**config.mk**
```make
export PLATFORM = sky130hd
export DESIGN_NAME = mag_comp_arbiter_flat
export DESIGN_NICKNAME = d
export VERILOG_FILES = /design/src/rtl/mag_comp_arbiter_pkg.sv /design/src/rtl/mag_comp_arbiter_if.sv /design/src/rtl/rr_arbiter_core.sv /design/src/rtl/mag_comp_arbiter.sv /design/src/flat_wrapper.sv
export SDC_FILE = /design/constraint.sdc
export NUM_CORES = 1
export LEC_CHECK = 0
export BUFFER_PORTS_ARGS = -buffer_cell sky130_fd_sc_hd__clkbuf_2
export CAP_MARGIN = 0
export CORE_ASPECT_RATIO = 2
export CORE_MARGIN = 2
export CORE_UTILIZATION = 40
export CTS_CLUSTER_DIAMETER = 30
export DETAILED_ROUTE_END_ITERATION = 16
export GPL_TIMING_DRIVEN = 0
export HOLD_SLACK_MARGIN = 0.1
export PLACE_DENSITY = 0.7
export SYNTH_ARGS = -nofsm -noshare
export SYNTH_HDL_FRONTEND = slang
export SYNTH_HIERARCHICAL = 1
export SYNTH_SLANG_ARGS = --single-unit
```
**constraint.sdc**
```tcl
create_clock -name clk -period 2.9 [get_ports clk]
set_input_delay 0.145 -clock clk [delete_from_list [all_inputs] [get_ports clk]]
set_output_delay 0.145 -clock clk [all_outputs]
set_load 0.05 [all_outputs]
```
**src/rtl/mag_comp_arbiter_pkg.sv**
```systemverilog
// mag_comp_pkg: shared types and constants for the mag_comp_arbiter slice.
//   state_t  : arbiter FSM states (IDLE -> GRANT -> CMP -> RESP -> IDLE)
//   W_DEF    : default operand width
//   LATENCY  : cycles from req sampled in IDLE to the done pulse (RESP cycle)
package mag_comp_pkg;

  typedef enum logic [1:0] {
    IDLE  = 2'd0,
    GRANT = 2'd1,
    CMP   = 2'd2,
    RESP  = 2'd3
  } state_t;

  localparam int W_DEF   = 16;
  localparam int LATENCY = 3;

  // Index width for a requester count; never less than one bit.
  function automatic int idxWidth(input int n);
    return (n > 1) ? $clog2(n) : 1;
  endfunction

endpackage

```
**src/rtl/mag_comp_arbiter_if.sv**
```systemverilog
// mag_comp_arbiter_if: request/result bus between the client FSMs and the
// shared compare resource.
//   req    : per-requester level request
//   a_bus  : operand A per requester, slice i = [i*W +: W]
//   b_bus  : operand B per requester, same packing
//   gnt    : one-hot requester being served
//   done   : one-cycle pulse on the served requester's bit
//   AeqB/AgtB/AltB : registered compare result
//   busy   : arbiter not idle
// Modports: master = requester side, slave = arbiter side.
interface mag_comp_arbiter_if #(
  parameter int NREQ = 4,
  parameter int W    = 16
);
  logic [NREQ-1:0]   req;
  logic [NREQ*W-1:0] a_bus;
  logic [NREQ*W-1:0] b_bus;
  logic [NREQ-1:0]   gnt;
  logic [NREQ-1:0]   done;
  logic              AeqB;
  logic              AgtB;
  logic              AltB;
  logic              busy;

  modport master (
    output req, a_bus, b_bus,
    input  gnt, done, AeqB, AgtB, AltB, busy
  );

  modport slave (
    input  req, a_bus, b_bus,
    output gnt, done, AeqB, AgtB, AltB, busy
  );
endinterface

```
**src/rtl/rr_arbiter_core.sv**
```systemverilog
// rr_arbiter_core: combinational round-robin pick.
//   req     : request vector
//   ptr     : index where the search starts (highest priority)
//   gntNext : one-hot winner (0 when no request)
//   gntIdx  : binary index of the winner
//   anyReq  : at least one request present
// Search runs upward from ptr and wraps past NREQ-1 back to 0.
module rr_arbiter_core #(
  parameter int NREQ = 4,
  parameter int IW   = (NREQ > 1) ? $clog2(NREQ) : 1
) (
  input  logic [NREQ-1:0] req,
  input  logic [IW-1:0]   ptr,
  output logic [NREQ-1:0] gntNext,
  output logic [IW-1:0]   gntIdx,
  output logic            anyReq
);

  always_comb begin
    int c;
    c       = 0;
    gntNext = '0;
    gntIdx  = '0;
    anyReq  = 1'b0;
    for (int k = 0; k < NREQ; k++) begin
      c = int'(ptr) + k;
      if (c >= NREQ) c = c - NREQ;
      if (!anyReq && req[c]) begin
        anyReq     = 1'b1;
        gntIdx     = IW'(c);
        gntNext[c] = 1'b1;
      end
    end
  end

endmodule

```
**src/rtl/mag_comp_arbiter.sv**
```systemverilog
// mag_comp_arbiter: one registered W-bit magnitude comparator shared by NREQ
// requesters under round-robin arbitration.
//   clk   : system clock, rising edge
//   rst_n : asynchronous active-low reset
//   bus   : mag_comp_arbiter_if.slave (req/operands in, gnt/done/results out)
// Build option: define MAG_COMP_SIGNED_EN to compare operands as two's
// complement; otherwise the compare is unsigned. Ports and timing match.
// Timing: req seen in IDLE -> GRANT (gnt valid) -> CMP (operands held)
// -> RESP (done pulse, results valid) -> IDLE; one compare per 4 cycles.
module mag_comp_arbiter
  import mag_comp_pkg::*;
#(
  parameter int NREQ = 4,
  parameter int W    = W_DEF
) (
  input  logic              clk,
  input  logic              rst_n,
  mag_comp_arbiter_if.slave bus
);

  localparam int IW = idxWidth(NREQ);

  state_t          state, stateNext;
  logic [IW-1:0]   ptr, winIdx, pickIdx;
  logic [NREQ-1:0] pickOh, gntR, doneR;
  logic            pickAny;
  logic [W-1:0]    opA, opB;
  logic            eqR, gtR, ltR;
  logic            eqC, gtC, ltC;

  rr_arbiter_core #(.NREQ(NREQ), .IW(IW)) uPick (
    .req     (bus.req),
    .ptr     (ptr),
    .gntNext (pickOh),
    .gntIdx  (pickIdx),
    .anyReq  (pickAny)
  );

  // State register
  always_ff @(posedge clk or negedge rst_n) begin
    if (!rst_n) state <= IDLE;
    else        state <= stateNext;
  end

  // Next state
  always_comb begin
    stateNext = state;
    case (state)
      IDLE:    if (pickAny) stateNext = GRANT;
      GRANT:   stateNext = CMP;
      CMP:     stateNext = RESP;
      RESP:    stateNext = IDLE;
      default: stateNext = IDLE;
    endcase
  end

  // Compare on the captured operands only, so bus changes after GRANT
  // cannot leak into the result.
  always_comb begin
    eqC = (opA == opB);
`ifdef MAG_COMP_SIGNED_EN
    gtC = ($signed(opA) > $signed(opB));
    ltC = ($signed(opA) < $signed(opB));
`else
    gtC = (opA > opB);
    ltC = (opA < opB);
`endif
  end

  // Datapath: grant, operand capture, result and done registers.
  // done is loaded on the CMP->RESP edge so it is high exactly in RESP.
  always_ff @(posedge clk or negedge rst_n) begin
    if (!rst_n) begin
      ptr    <= '0;
      winIdx <= '0;
      gntR   <= '0;
      doneR  <= '0;
      opA    <= '0;
      opB    <= '0;
      eqR    <= 1'b0;
      gtR    <= 1'b0;
      ltR    <= 1'b0;
    end else begin
      case (state)
        IDLE: begin
          if (pickAny) begin
            gntR   <= pickOh;
            winIdx <= pickIdx;
          end
        end
        GRANT: begin
          opA <= bus.a_bus[int'(winIdx)*W +: W];
          opB <= bus.b_bus[int'(winIdx)*W +: W];
        end
        CMP: begin
          eqR   <= eqC;
          gtR   <= gtC;
          ltR   <= ltC;
          doneR <= gntR;
        end
        RESP: begin
          doneR <= '0;
          gntR  <= '0;
          // Winner drops to lowest priority for the next search.
          ptr   <= (winIdx == IW'(NREQ-1)) ? '0 : winIdx + IW'(1);
        end
        default: ;
      endcase
    end
  end

  assign bus.gnt  = gntR;
  assign bus.done = doneR;
  assign bus.AeqB = eqR;
  assign bus.AgtB = gtR;
  assign bus.AltB = ltR;
  assign bus.busy = (state != IDLE);

endmodule
```
**src/flat_wrapper.sv**
```systemverilog
// flat-port wrapper written by rule: the top's interface ports become plain ports
module mag_comp_arbiter_flat import mag_comp_pkg::*;
#(
  parameter int NREQ = 4,
  parameter int W    = W_DEF
)
  (clk, rst_n, bus_req, bus_a_bus, bus_b_bus, bus_gnt, bus_done, bus_AeqB, bus_AgtB, bus_AltB, bus_busy);
  mag_comp_arbiter_if #(.NREQ(NREQ), .W(W)) bus_i ();
  input  logic clk;
  input  logic rst_n;
  input wire logic [$bits(bus_i.req)-1:0] bus_req;
  input wire logic [$bits(bus_i.a_bus)-1:0] bus_a_bus;
  input wire logic [$bits(bus_i.b_bus)-1:0] bus_b_bus;
  output wire logic [$bits(bus_i.gnt)-1:0] bus_gnt;
  output wire logic [$bits(bus_i.done)-1:0] bus_done;
  output wire logic [$bits(bus_i.AeqB)-1:0] bus_AeqB;
  output wire logic [$bits(bus_i.AgtB)-1:0] bus_AgtB;
  output wire logic [$bits(bus_i.AltB)-1:0] bus_AltB;
  output wire logic [$bits(bus_i.busy)-1:0] bus_busy;
  assign bus_i.req = bus_req;
  assign bus_i.a_bus = bus_a_bus;
  assign bus_i.b_bus = bus_b_bus;
  assign bus_gnt = bus_i.gnt;
  assign bus_done = bus_i.done;
  assign bus_AeqB = bus_i.AeqB;
  assign bus_AgtB = bus_i.AgtB;
  assign bus_AltB = bus_i.AltB;
  assign bus_busy = bus_i.busy;
  mag_comp_arbiter #(.NREQ(NREQ), .W(W)) u_core (.clk(clk), .rst_n(rst_n), .bus(bus_i));
endmodule
```
# Word-level counts from Yosys, hierarchy flattened
# Index checks and enable logic that the tools add are counted.
[totals] regBits=49 input_bits=134 out_inout_bits=12 elab_cells=101
[classes] n_addsub=8 n_lt_le_gt_ge=14 eq_ne=6 shift=2 mux=42 bitwise_logic=3 n_reduce_logical=16
[ops] op="32-bit by 1-bit greater-or-equal comparator with 1-bit output (second input constant)" count=4
[ops] op="32-bit by 4-bit less-than comparator with 1-bit output (second input constant)" count=4
[ops] op="32-bit 2-to-1 mux" count=4
[ops] op="64-bit by 7-bit indexed part select with 16-bit output" count=2
[ops] op="4-bit 2-to-1 mux" count=5
[ops] op="16-bit == test" count=1
[ops] op="16-bit > comparator" count=1
[ops] op="16-bit less-than comparator" count=1
[ops] op="1-bit 2-to-1 mux" count=16
[ops] op="4-bit case mux with 2 select lines" count=2
[ops] op="2-bit 2-to-1 mux" count=6
[ops] op="4-bit OR" count=3
[ops] op="3-bit by 3-bit subtractor with 4-bit output (second input constant)" count=3
[ops] op="3-bit greater-or-equal comparator (second input constant)" count=3
[ops] op="1-bit binary-select mux with 2-bit select" count=4
[ops] op="1-bit demux with 2-bit select" count=4
[ops] op="2-bit case mux with 4 select lines" count=1
[ops] op="1-bit logical AND" count=7
[ops] op="2-bit by 2-bit adder with 3-bit output (second input constant)" count=2
[ops] op="2-bit == test (second input constant)" count=3
[ops] op="2-bit nonzero test" count=3
[ops] op="2-bit AND reduction" count=2
[ops] op="2-bit by 3-bit subtractor with 4-bit output (second input constant)" count=1
[ops] op="2-bit by 1-bit adder with 3-bit output (second input constant)" count=1
[ops] op="other kinds (6)" count=8

# Depth between registers and ports, before layout
# Gate-level depths: netlist of the first run.
[depth] word_depth=17 mapped_depth=11 mapped_depth_nobuf=8

# Modules after synthesis
# Netlist of the first run, hierarchy kept.
[by_module_without_submodules] module="mag_comp_arbiter" instances=1 cells_per_inst=245 area_per_inst_um2=3154.3 seq_area_each_um2=1226.2
[by_module_without_submodules] module="rr_arbiter_core" instances=1 cells_per_inst=48 area_per_inst_um2=460.4 seq_area_each_um2=0.0

# Worst setup path after synthesis of the first run
# No wires, ideal clock.
[synth_path] path_type="register to register" start="register u_core.ptr[0]" end="register u_core.state[1]" setup_time_ns=0.125 arrival_time_ns=2.320 required_ns=2.775 path_slack_ns=0.455 stages_incl_launch_ff=10 n_path_buf=2 synth_period_minus_slack_ns=2.445 path_cell_list="dfrtp_1 -> buf_6 -> inv_1 -> ha_1 -> mux4_2 -> buf_6 -> nor3_1 -> nand2b_1 -> nor2_1 -> mux2_2"
[synth_between] elab_chain_cells=16 elab_cells_between_ends=38 cone_classes="add/sub: 7; order compare: 4; eq/ne: 1; mux: 20; reduce/logical: 6"
[synth_rtl] element="from (decl)" line="mag_comp_arbiter.sv:24" text="logic [IW-1:0] ptr, winIdx, pickIdx;"
[synth_rtl] element="from (signal assigned)" line="mag_comp_arbiter.sv:105" text="ptr <= (winIdx == IW'(NREQ-1)) ? '0 : winIdx + IW'(1);"
[synth_rtl] element="parallel branches: the longest is 14 deep, another holds 3-bit by 3-bit subtractor with 4-bit output"
[synth_rtl] element="1-bit 2-to-1 mux *" line="rr_arbiter_core.sv:28" text="if (!anyReq && req[c]) begin"
[synth_rtl] element="named net u_core.pickAny" line="mag_comp_arbiter.sv:26" text="logic pickAny;"
[synth_rtl] element="2-bit by 1-bit inequality test with 1-bit output (no line) *"
[synth_rtl] element="to (signal assigned)" line="mag_comp_arbiter.sv:42" text="else state <= stateNext;"
[synth_rtl] element="to (decl)" line="mag_comp_arbiter.sv:23" text="state_t state, stateNext;"
# Mark *: on every way through the listed nets, which the timed path passes. The select of a mux whose other input is x is not followed.
# A chain may end at the register's enable or synchronous reset.

# Final worst setup path of the first run
[layout_path] start="register u_core.ptr[0]" end="register u_core.gntR[3], in the netlist u_core/bus.gnt[3]"
[layout_between] elab_chain_cells=17 elab_cells_between_ends=68 cone_classes="add/sub: 7; order compare: 12; eq/ne: 1; mux: 34; bitwise: 3; reduce/logical: 11"
[layout_rtl] element="parallel branches: the longest is 14 deep, another holds 3-bit by 3-bit subtractor with 4-bit output"
[layout_rtl] element="1-bit 2-to-1 mux *" line="rr_arbiter_core.sv:28"
[layout_rtl] element="named net u_core.pickAny" line="mag_comp_arbiter.sv:26"
[layout_rtl] element="2-bit by 1-bit inequality test with 1-bit output (no line) *"
[layout_rtl] element="2-bit AND reduction (no line) *"
[layout_rtl] element="to (signal assigned)" line="mag_comp_arbiter.sv:87" text="gntR <= pickOh;"
[layout_rtl] element="to (decl)" line="mag_comp_arbiter.sv:25" text="logic [NREQ-1:0] pickOh, gntR, doneR;"
# Marks and branches as above.

==> flow_summary.yaml, run 1 <==
sta:
  slew_headroom_pct: 48.06
  fmax_mhz: 374.5
  period_share_pct: 92.07
  hold_violations: 0
  tightest_slew_ps: 779.1
  setup_viol: 0
  slew_viol_final: 0
  timing.hold.ws_ps: 234.7
  setup_ws_ps: 229.8
  fin_crit_ps: 2670
  rsz0062_at_grt: "false"
  finalClockSkew_ps: 8.886
finish:
  area.growth.synth_to_final_pct: 29.63
  n_fill_cell: 760
  fin_cells: 550
  finalCoreUtilization_pct: 52.71
  nets: 610
  n_antenna_cell: 0
  drive_gt1_share_pct: 48.21
power_and_ir_drop:
  power_leakage_uw: 0.002290
  ir_drop_mv: 0.5601
  p_total_uw: 5052
  powerDensity_nw_per_um2: 1078
synthesis:
  syn_area_um2: 3615
  ys_seq_area_share_pct: 33.92
  ys_ff_latch: 49
  ys_top_cells_by_area: "dfrtp_1 (34%), mux4_2 (15%), ha_1 (10%), mux4_1 (8.7%), mux2_4 (4.2%)"
  yosysTopAreaCell: "dfrtp_1"
  yosysWarnings: 6
  synth_cell_type_count: 38
  netlist_instances: 293
  synth_nets: 456
  synth.avg_cell_area_um2: 12.34
  synth_top_area_share_pct: 33.92
route:
  met3_length_um: 602
  drt-total-wl_mm: 9.722
  wl_met1_mm: 3.347
  via_count: 3049
  wl_per_cell_um: 17.68
  dr.pass1.iters: 4
  ant_nets: 0
  top_layer: "met4"
  drc_errors: 0
  drt_iter0_drc: 150
  viasPerCell: 5.544
  route.met2.wl_mm: 5.558
die:
  fp.dieArea_um2: 9860
  die_x_um: 71.22
  row_count: 49
  die_y_um: 138.4
  start_util_pct: 40.66
  design.core.area_um2: 8890
  num_io_pins: 146
setup_path:
  start_kind: "flip-flop"
  path_max_fanout: 10
  r2r_start: "u_core/ptr[0]"
  startpoint: "u_core/ptr[0]"
  arrival_ps: 2830
  crit_type: "reg2reg"
  cp.required_ps: 3060
  end_kind: "flip-flop"
clocking:
  clk_pin_slew_ps: 70
  cts_buffer_depth: 2
  cts_made_buffers: 5
  h-tree-depth: 2
  clock_latency_ps: 300
  cts_setup_buffers: 0
  cts_root_buffer: "clkbuf_16"
  cts_tree: "built"
  cts.sinks: 49
global_route:
  overflow: 0
  grt_use_total_pct: 20.65
  grt_pass1_vias: 3332
  antenna_found_initial: 0
  grt_max_degree: 50
  grt_pass1_wl_mm: 15.83
place:
  portBuffers: 145
  gp_congestion: 0.9185
  dp_hpwl_mm: 7.890
  dpl_worst_slack_ps: -55.50
  placed_cells: 540
outcome:
  outcome: "finished clean"
min_path:
  hold_path_class: "in2async"
job:
  max_cap_viol_count: 0
==> area by class of cell <==
type | instances | area [µm²] | share of cell area [%]
multi-input combinational | 199 | 2173 | 46.38
sequential | 49 | 1229 | 26.22
timing repair buffer | 147 | 755.7 | 16.13
buffer | 19 | 135.1 | 2.884
clock buffer | 6 | 128.9 | 2.750
tap | 102 | 127.6 | 2.724
inverter | 26 | 97.59 | 2.083
clock inverter | 2 | 38.79 | 0.8278
==> state kept, by name (all words and copies together), names as in the netlist, 2 cells and up <==
name	cells
u_core/bus.done	4
u_core/bus.gnt	4
u_core/opA	16
u_core/opB	16
u_core/ptr	2
u_core/state	2
u_core/winIdx	2
==> power by group <==
group	switching [µW]	total (µW)	internal [µW]	leakage (µW)
Sequential	222	1240	1020	0.000599
Clock	263	672	409	0.0000810
Combinational	1640	3140	1500	0.00161
==> logic make-up after synthesis <==
| logic type | share of synthesized area, % |
|---|---|
| flip-flops | 33.92 |
| adder cells (fa/ha/maj) | 10.04 |
| AO/OA/AOI/OAI | 9.692 |
| multiplexers | 33.26 |
| AND/OR/NAND/NOR | 6.646 |
| buffers and inverters | 6.438 |
==> cells in the mapped netlist (all sizes together) <==
cell / n
a21o: 2
a21oi: 7
o211ai: 2
nand2b: 1
clkbuf: 9
o2111ai: 1
and3: 1
o311ai: 1
a211oi: 1
a32o: 1
or4: 1
and2b: 1
buf: 10
a22oi: 12
ha: 29
mux2i: 5
mux4: 36
o31ai: 1
mux2: 23
dfrtp: 49
nor3: 2
nor4: 1
nand3: 2
nand4: 4
nor4b: 1
nand2: 23
inv: 26
nor2: 10
nor2b: 1
o211a: 1
o21ai: 27
and2: 1
a21boi: 1
==> final timing paths <==
path / to / slack [ps] / depth (start not counted)
min in group clk: u_core/opB[13] / 280 / 4
max in group asynchronous: u_core/ptr[0] / 2160 / 3
max reg2reg: u_core/bus.gnt[3] / 230 / 11
max: u_core/bus.gnt[3] / 230 / 11
min: u_core/opA[11] / 230 / 2
min reg2reg: u_core/opB[0] / 520 / 1
==> worst max-delay path, stage by stage, from the launching register on <==
cell      delay [ps]
dfrtp_2          450
buf_6            170
inv_1            120
ha_4             310
mux4_2           300
buf_6            160
nor3_2           210
nand2b_1         130
and2_1           170
clkbuf_1         200
a22oi_1          200
o21ai_0          100
==> layer usage <==
layer / vias up / global-route usage, %
met1: 1507 / 20.54
met4: 0 / 8.242
li1: 1420 / -
met5: - / 0
met3: 10 / 3.644
met2: 112 / 40.11
==> repair_timing <==
action / 4_1_cts / 5_1_grt
gates resized for setup: 2 / 2
endpoints found under the setup margin: 7 / 7
cloned: 0 / 0
hold buffers: 0 / 1
hold endpoints to repair: 0 / 49
==> per-stage QoR <==
stage	area (µm²)	TNS, ps
4_1_cts	4638	0
2_1_floorplan	3615	0
5_1_grt	4686	0
3_5_place_dp	4468	-241.8
3_3_place_gp	4468	0
6_report	4686	0
==> placed cells by master, fill, tap and decap left out, types with 4 or more instances in the layout <==
cell type / n
clkbuf_2: 144
dfrtp_1: 47
ha_1: 28
o21ai_0: 27
inv_1: 26
mux4_2: 24
nand2_1: 23
mux2_2: 13
mux4_1: 12
a22oi_1: 12
clkbuf_1: 10
mux2_4: 10
nor2_1: 10
a21oi_1: 7
clkbuf_16: 5
buf_2: 5
mux2i_1: 5
nand4_1: 4
Power figures use the tool's default switching activity.
==> run 2, diff against run 1 <==
--- a/config.mk
+++ b/config.mk
@@ -7,14 +7,15 @@
 export LEC_CHECK = 0
 export BUFFER_PORTS_ARGS = -buffer_cell sky130_fd_sc_hd__clkbuf_2
 export CAP_MARGIN = 0
+export CELL_PAD_IN_SITES_DETAIL_PLACEMENT = 1
+export CELL_PAD_IN_SITES_GLOBAL_PLACEMENT = 1
 export CORE_ASPECT_RATIO = 2
 export CORE_MARGIN = 2
-export CORE_UTILIZATION = 40
-export CTS_CLUSTER_DIAMETER = 30
+export CORE_UTILIZATION = 38
 export DETAILED_ROUTE_END_ITERATION = 16
 export GPL_TIMING_DRIVEN = 0
 export HOLD_SLACK_MARGIN = 0.1
-export PLACE_DENSITY = 0.7
+export PLACE_DENSITY = 0.84
 export SYNTH_ARGS = -nofsm -noshare
 export SYNTH_HDL_FRONTEND = slang
 export SYNTH_HIERARCHICAL = 1
==> flow_summary.yaml, run 2 (synthesis results as in run 1) <==
min_path:
  hold_path_class: "in2reg"
global_route:
  antenna_found_initial: 1
  grt_pass1_wl_mm: 16.84
  grt_max_degree: 50
  grt_pass1_vias: 3593
  grt_use_total_pct: 21.41
  overflow: 0
die:
  row_count: 50
  num_io_pins: 146
  start_util_pct: 38.78
  die_y_um: 141.9
  fp.dieArea_um2: 10360
  die_x_um: 72.97
  design.core.area_um2: 9321
job:
  max_cap_viol_count: 0
setup_path:
  crit_type: "reg2reg"
  path_max_fanout: 11
  start_kind: "flip-flop"
  end_kind: "flip-flop"
  arrival_ps: 2800
  cp.required_ps: 3080
route:
  drt-total-wl_mm: 10.68
  drt_iter0_drc: 130
  wl_per_cell_um: 19.28
  dr.pass1.iters: 4
  ant_nets: 0
  via_count: 3103
  drc_errors: 0
  viasPerCell: 5.601
clocking:
  cts_root_buffer: "clkbuf_16"
  cts_buffer_depth: 2
  h-tree-depth: 2
  clk_pin_slew_ps: 70
  cts_made_buffers: 5
  cts.sinks: 49
  clock_latency_ps: 300
  cts_tree: "built"
finish:
  fin_cells: 554
  drive_gt1_share_pct: 48.33
  nets: 611
  finish.instance_area_um2: 4671
  reg_top3: "u_core/opA (16), u_core/opB (16)"
  area.growth.synth_to_final_pct: 29.21
  layout_common_cells: "clkbuf_2 (145), dfrtp_1 (47), ha_1 (29)"
  layout_commonest_cell: "clkbuf_2"
sta:
  finalClockSkew_ps: 7.729
  setup_viol: 0
  hold_violations: 0
  rsz0062_at_grt: "false"
  fin_tns_setup_ps: 0
  fmax_mhz: 382.8
  fin_crit_ps: 2612
  slew_viol_final: 0
  tightest_slew_ps: 739.7
  slew_headroom_pct: 50.68
  period_share_pct: 90.08
  setup_ws_ps: 287.6
outcome:
  outcome: "finished clean"
place:
  dp_hpwl_mm: 8.859
  dpl_worst_slack_ps: 67.54
  portBuffers: 145
  placed_cells: 542
  gp_congestion: 0.9364
  placed_area_um2: 4471
power_and_ir_drop:
  power_leakage_uw: 0.002290
  powerDensity_nw_per_um2: 1083
  ir_drop_mv: 0.6680
  p_total_uw: 5059
## run 2: timing repair
action                                  CTS  global route
gates resized for setup                   0             3
buffers inserted                          0             1
hold buffers                              0             1
endpoints found under the hold margin     0            17
endpoints found under the setup margin    0             7
## run 2: final timing paths
kind / start / to / slack [ps] / cells past startpoint
max in group asynchronous: rst_n / u_core/ptr[1] / 2000 / 3
max: u_core/ptr[1] / u_core/state[1] / 290 / 8
max reg2reg: u_core/ptr[1] / u_core/state[1] / 290 / 8
min reg2reg: u_core/opA[6] / u_core/opA[6] / 520 / 1
min in group asynchronous: rst_n / u_core/state[0] / 340 / 2
min: bus_b_bus[41] / u_core/opB[9] / 290 / 4
## run 2: stage by stage
| step | util, % | hold slack, ps |
|---|---|---|
| after global placement | 47.96 | 457.4 |
| final | 50.11 | 288.1 |
| after global routing | 50.08 | 299.3 |
| after detailed placement | 47.96 | 470.5 |
| after CTS | 49.60 | 161.6 |
| after floorplan | - | -150.6 |
## run 2: report_power, final
group,internal [µW],switching (µW),leakage (µW),total [µW]
sequential,1020,218,0.000599,1240
clock,343,259,0.0000768,602
combinational,1510,1710,0.00161,3220
## run 2: cell type report
| class | instances | area (µm²) |
|---|---|---|
| Antenna cell | 1 | 2.502 |
| Buffer | 19 | 135.1 |
| Clock buffer | 6 | 138.9 |
| Clock inverter | 2 | 13.76 |
| Fill cell | 1052 | 4651 |
| Inverter | 26 | 97.59 |
| Multi-Input combinational cell | 199 | 2161 |
| Sequential cell | 49 | 1229 |
| Tap cell | 104 | 130.1 |
| Timing Repair Buffer | 148 | 763.2 |
## run 2: worst max-delay path, stage by stage, from the launching register on
cell and delay, ps:
dfrtp_2 490, inv_1 140, ha_1 380, mux4_2 330, buf_6 160, nor3_2 190
nand2b_1 130, nor2_1 310, mux2_2 380
## run 2: metal layers
layer  global-route usage [%]  wire (µm)
met4                    8.674        256
met5                        0          0
met1                    20.12       3589
met3                    3.470        472
met2                    43.06       6363
